===== config.mk =====
export PLATFORM = sky130hd
export DESIGN_NAME = tohost_monitor
export DESIGN_NICKNAME = d
export VERILOG_FILES = /design/src/rtl/tohost_monitor.sv
export SDC_FILE = /design/constraint.sdc
export NUM_CORES = 1
export LEC_CHECK = 0
export BUFFER_PORTS_ARGS = -buffer_cell sky130_fd_sc_hd__buf_4
export CELL_PAD_IN_SITES_DETAIL_PLACEMENT = 0
export CELL_PAD_IN_SITES_GLOBAL_PLACEMENT = 1
export CORE_UTILIZATION = 39
export CTS_CLUSTER_DIAMETER = 120
export DETAILED_ROUTE_END_ITERATION = 8
export HOLD_SLACK_MARGIN = 0.06
export PLACE_DENSITY_LB_ADDON = 0.1
export SYNTH_ARGS = -nofsm -noshare
export SYNTH_HDL_FRONTEND = slang
export SYNTH_SLANG_ARGS = --single-unit

===== constraint.sdc =====
create_clock -name clock -period 3.9 [get_ports clock]
set_input_delay 0.39 -clock clock [delete_from_list [all_inputs] [get_ports clock]]
set_output_delay 0.39 -clock clock [all_outputs]
set_load 0.02 [all_outputs]

===== src/rtl/tohost_monitor.sv =====
`default_nettype none
// ============================================================================
// Module   : tohost_monitor
// Purpose  : Passive AXI4-Lite write snooper that turns a tohost mailbox
//            write (or a timeout / channel overflow) into a test verdict.
// Revision : 1.0  initial release
// ============================================================================
module tohost_monitor #(
    parameter int                    ADDR_WIDTH   = 32,
    parameter int                    DATA_WIDTH   = 32,
    parameter logic [ADDR_WIDTH-1:0] TOHOST_ADDR  = 'h00006000,
    parameter logic [DATA_WIDTH-1:0] SUCCESS_CODE = 1,
    parameter int                    MAX_CYCLES   = 100000,
    parameter int                    CNT_WIDTH    = 32
) (
    input  logic                    clock,
    input  logic                    reset,
    input  logic                    aw_valid,
    input  logic                    aw_ready,
    input  logic [ADDR_WIDTH-1:0]   aw_addr,
    input  logic                    w_valid,
    input  logic                    w_ready,
    input  logic [DATA_WIDTH-1:0]   w_data,
    input  logic [DATA_WIDTH/8-1:0] w_strb,
    output logic                    done,
    output logic                    pass,
    output logic                    fail,
    output logic                    timeout,
    output logic                    proto_err,
    output logic [DATA_WIDTH-1:0]   code,
    output logic [DATA_WIDTH-2:0]   test_num,
    output logic [CNT_WIDTH-1:0]    cycles
);

    localparam logic [CNT_WIDTH-1:0] LAST_CYCLE = CNT_WIDTH'(MAX_CYCLES - 1);

    typedef enum logic [1:0] {
        S_RUN     = 2'd0,
        S_PASS    = 2'd1,
        S_FAIL    = 2'd2,
        S_TIMEOUT = 2'd3
    } state_t;

    state_t                  state;
    logic                    aw_slot_full;
    logic                    aw_slot_hit;
    logic                    w_slot_full;
    logic                    w_slot_strb_full;
    logic [DATA_WIDTH-1:0]   w_slot_data;

    logic                    aw_hs;
    logic                    w_hs;
    logic                    eval_now;
    logic                    eval_hit;
    logic                    eval_strb_full;
    logic [DATA_WIDTH-1:0]   eval_data;
    logic                    eval_ok;
    logic                    overflow;
    logic                    at_limit;

    assign aw_hs    = aw_valid & aw_ready;
    assign w_hs     = w_valid & w_ready;
    assign eval_now = (aw_slot_full | aw_hs) & (w_slot_full | w_hs);

    // The oldest beat of each channel is the one paired up, so slots win.
    assign eval_hit       = aw_slot_full ? aw_slot_hit : (aw_addr == TOHOST_ADDR);
    assign eval_strb_full = w_slot_full ? w_slot_strb_full : (&w_strb);
    assign eval_data      = w_slot_full ? w_slot_data : w_data;
    assign eval_ok        = eval_strb_full & (eval_data == SUCCESS_CODE);

    assign overflow = (aw_hs & aw_slot_full) | (w_hs & w_slot_full);
    // Inclusive compare so a non-hit write on the last cycle cannot skip the deadline.
    assign at_limit = (cycles >= LAST_CYCLE);

    always_ff @(posedge clock) begin
        if (reset) begin
            state            <= S_RUN;
            aw_slot_full     <= 1'b0;
            aw_slot_hit      <= 1'b0;
            w_slot_full      <= 1'b0;
            w_slot_strb_full <= 1'b0;
            w_slot_data      <= '0;
            cycles           <= '0;
            code             <= '0;
            test_num         <= '0;
            done             <= 1'b0;
            pass             <= 1'b0;
            fail             <= 1'b0;
            timeout          <= 1'b0;
            proto_err        <= 1'b0;
        end else if (state == S_RUN) begin
            // A handshake arriving while its slot is consumed refills the slot.
            if (eval_now) begin
                aw_slot_full <= aw_slot_full & aw_hs;
                w_slot_full  <= w_slot_full & w_hs;
            end else begin
                if (aw_hs) aw_slot_full <= 1'b1;
                if (w_hs)  w_slot_full  <= 1'b1;
            end
            if (aw_hs) aw_slot_hit <= (aw_addr == TOHOST_ADDR);
            if (w_hs) begin
                w_slot_data      <= w_data;
                w_slot_strb_full <= &w_strb;
            end

            if (eval_now && eval_hit) begin
                state    <= eval_ok ? S_PASS : S_FAIL;
                pass     <= eval_ok;
                fail     <= ~eval_ok;
                done     <= 1'b1;
                code     <= eval_data;
                test_num <= eval_data[DATA_WIDTH-1:1];
            end else if (!eval_now && overflow) begin
                state     <= S_FAIL;
                fail      <= 1'b1;
                proto_err <= 1'b1;
                done      <= 1'b1;
                code      <= '0;
                test_num  <= '0;
            end else if (!eval_now && at_limit) begin
                state    <= S_TIMEOUT;
                timeout  <= 1'b1;
                done     <= 1'b1;
                code     <= '0;
                test_num <= '0;
            end else if (cycles != {CNT_WIDTH{1'b1}}) begin
                cycles <= cycles + 1'b1;
            end
        end
    end

endmodule
`default_nettype wire

==> metrics <==
# rows 41; total instance count after detailed placement 892; Post-Layout Cell Count 908; synthesis-stage register bit count 107; category of the worst setup path capture point register; count of TritonRoute iterations in the first routing pass 5; number of hold violations in the final report 0; Starting DRT DRC Count 259; start point of the worst min-delay path w_data[26]; library cells used by synthesis 48; Tmin final 2.85 ns; number of violations of the max-capacitance limit 0; aggregate negative setup slack 0 ns; cells resized by post-CTS repair 0; logic depth of the worst register-to-register path 7; sequential area share after synthesis 41.5%; number of global-route vias before repair 4,516; depth of the worst hold-timing path 3; Die Y-Extent 117 µm; I/O pin count 174; detailed-route via count 4,902; signal arrival time at the worst endpoint 3.09 ns; post-synth design cell area 0.00516 mm²; number of antenna violations at the first check in global routing 0; clock root buffer clkbuf_16; Primary FF master, synth dfxtp_1; Max H-tree Level 3; type of the setup path with the least slack reg -> reg; critical register-to-register path endpoint cycles[27]; Synth-to-Final Area Change 29.2%; DRT antenna net count 0; Clock transition at path regs 0.07 ns; Initial Util 40.4%; number of setup violations in the final report 0; Num CTS Buffers 9; CTS Hold Buffers Added 0; Async S/R FF share, synth 0%; routed wire length per instance 15.7 µm; maximum number of pins on one net before global-route repair 74; Nets 806; outcome finished clean; area enclosed by the die boundary 0.0137 mm²; Critical Path Source Type register; Worst Hold Endpoint w_slot_data[26]; number of nets produced by synthesis 680; Antenna Diode Count 0; setup repair after global routing missed its margin no; total number of yosys warnings 0; synthesized area per cell 8.54 µm²; placeable core region 0.0128 mm²; peak supply drop 0.000236 V; remaining max-slew budget at the tightest pin 35.3%; final critical-path share of the clock period 73.0%; Remaining Overflow, GRT 0; CTS sink count 107; CTS tree yes; RR Startpoint cycles[0]; Die Span X 117 µm; endpoint required time on the critical path 4.14 ns; Setup Buffers After CTS 0; Pins Over Slew Limit 0; power per standard cell area 350 mW/mm²; Clk Latency, worst-skew pair 0.35 ns; Fin Clk Skew 0.00796 ns; Least-Margin Pin Slew 0.962 ns; share of cells above drive strength 1 28.4%; Post-synth EDFFs 0; post-detailed-route DRC marker count 0; overall routed net length 14,300 µm; via/cell ratio 5.40; worst min-delay path category in -> reg; synthesized instance count 605; count of input and output buffers 173; FF-to-FF setup slack 1.05 ns; half-perimeter wire length of the detailed placement result 10,000 µm; standby leakage power 0.00262 µW; global-route usage over all layers 21.3%; maximum net fanout on the critical path 61; maximum buffer depth of the clock tree 2; global-route wire length before repair 22,500 µm; final weighted congestion in routability-driven placement 0.784; fmax 351 MHz
==> Yosys cell counts, drive strengths merged (2+ instances only) <==
| cell | n | area (µm²) |
|---|---|---|
| and2 | 2 | 12.5 |
| nand2 | 95 | 357 |
| a21o | 2 | 15.0 |
| o21a | 7 | 52.6 |
| nand4 | 25 | 163 |
| o31a | 5 | 43.8 |
| o2bb2ai | 32 | 280 |
| and4 | 4 | 35.0 |
| o21bai | 7 | 52.6 |
| o41ai | 2 | 36.3 |
| o31ai | 5 | 37.5 |
| a21oi | 60 | 300 |
| mux2i | 34 | 340 |
| buf | 42 | 288 |
| mux2 | 4 | 45.0 |
| nand3 | 19 | 108 |
| and3 | 4 | 25.0 |
| nor4b | 5 | 43.8 |
| nor3 | 8 | 40.0 |
| nor2b | 4 | 25.0 |
| nor4 | 36 | 240 |
| o21ai | 14 | 70.1 |
| dfxtp | 107 | 2140 |
| or3 | 12 | 75.1 |
| clkbuf | 24 | 90.1 |
| inv | 4 | 15.0 |
| nor2 | 24 | 90.1 |
| or2 | 3 | 18.8 |
| or4 | 4 | 30.0 |
==> registers in the layout (all words and copies together) (netlist names), 2 cells and up <==
| name | flops |
|---|---|
| w_slot_data | 32 |
| state | 2 |
| code | 32 |
| cycles | 32 |
==> layer usage <==
layer  track usage, %  up-vias  part of all wire [%]
li1                 -     2459                     -
met1             26.5     2306                    44
met2             36.5      126                    50
met3             5.56       11                   4.9
met4             5.99        0                   1.1
met5                0        -                     0
==> stage by stage <==
step | cell area [µm²] | setup WS [ns] | util [%] | power [µW] | hold WS (ns)
CTS | 6680 | 1.03 | 52.3 | 2370 | 0.274
finish | 6680 | 1.05 | 52.3 | 2340 | 0.294
global route | 6680 | 0.853 | 52.3 | 2440 | 0.281
detailed placement | 6370 | 1.03 | 49.8 | 1410 | 0.455
floorplan | 5160 | 1.35 | - | 1300 | 0.437
global placement | 6370 | 1.11 | 49.8 | 1410 | 0.451
==> cells by family (layout without fill, tap and decap cells) <==
logic type      Yosys count  count (layout)  synth area share [%]
compound gates          142             142                  18.5
flops                   107             107                  41.5
buf+inv                  71             202                  7.68
mux                      38              38                  7.46
fa+ha+maj                 1               1                 0.242
simple gates            246             246                  24.6
==> worst max-delay path by stage <==
stage | from | endpoint | slack [ns]
5_1_grt | cycles[0] | cycles[29] | 0.85
3_3_place_gp | cycles[0] | cycles[1] | 1.11
2_1_floorplan | cycles[0] | cycles[30] | 1.35
3_5_place_dp | cycles[0] | cycles[1] | 1.03
6_report | cycles[0] | cycles[27] | 1.05
4_1_cts | cycles[0] | cycles[1] | 1.03
==> critical path, stage by stage (launching register included) <==
cell and delay [ns]:
dfxtp_1 0.37, ha_1 0.26, nand4_2 0.14, a211oi_1 0.13
o41ai_4 0.45, nand3_4 0.52, nor4_1 0.48, mux2_2 0.37
==> where the power goes <==
part	leakage [µW]	internal (µW)	switching (µW)	total [µW]
registers	0.000867	1120	29.3	1150
logic	0.00161	111	128	239
clock network	0.000142	509	440	950
==> placed cells by master, fill, tap and decap left out, types with 5 or more instances in the layout <==
cell type	synthesis	layout
buf_4	31	181
dfxtp_1	107	106
nand2_1	95	95
a21oi_1	60	59
nor4_1	35	35
mux2i_1	34	34
o2bb2ai_1	32	32
nor2_1	24	24
nand4_1	24	24
nand3_1	18	18
o21ai_0	14	14
or3_1	12	12
clkbuf_16	0	9
nor3_1	8	8
o21a_1	7	7
o21bai_1	7	7
nor4b_1	5	5
o31a_1	5	5
o31ai_1	5	5
==> layout make-up <==
class	instances	area, µm²
timing repair buffer	181	1360
clock buffer	9	225
clock inverter	7	83.8
multi-input combinational	427	2630
sequential	107	2140
inverter	5	18.8
fill	1192	6100
tap	172	215
Note: power is estimated with default switching activity, not from simulation.
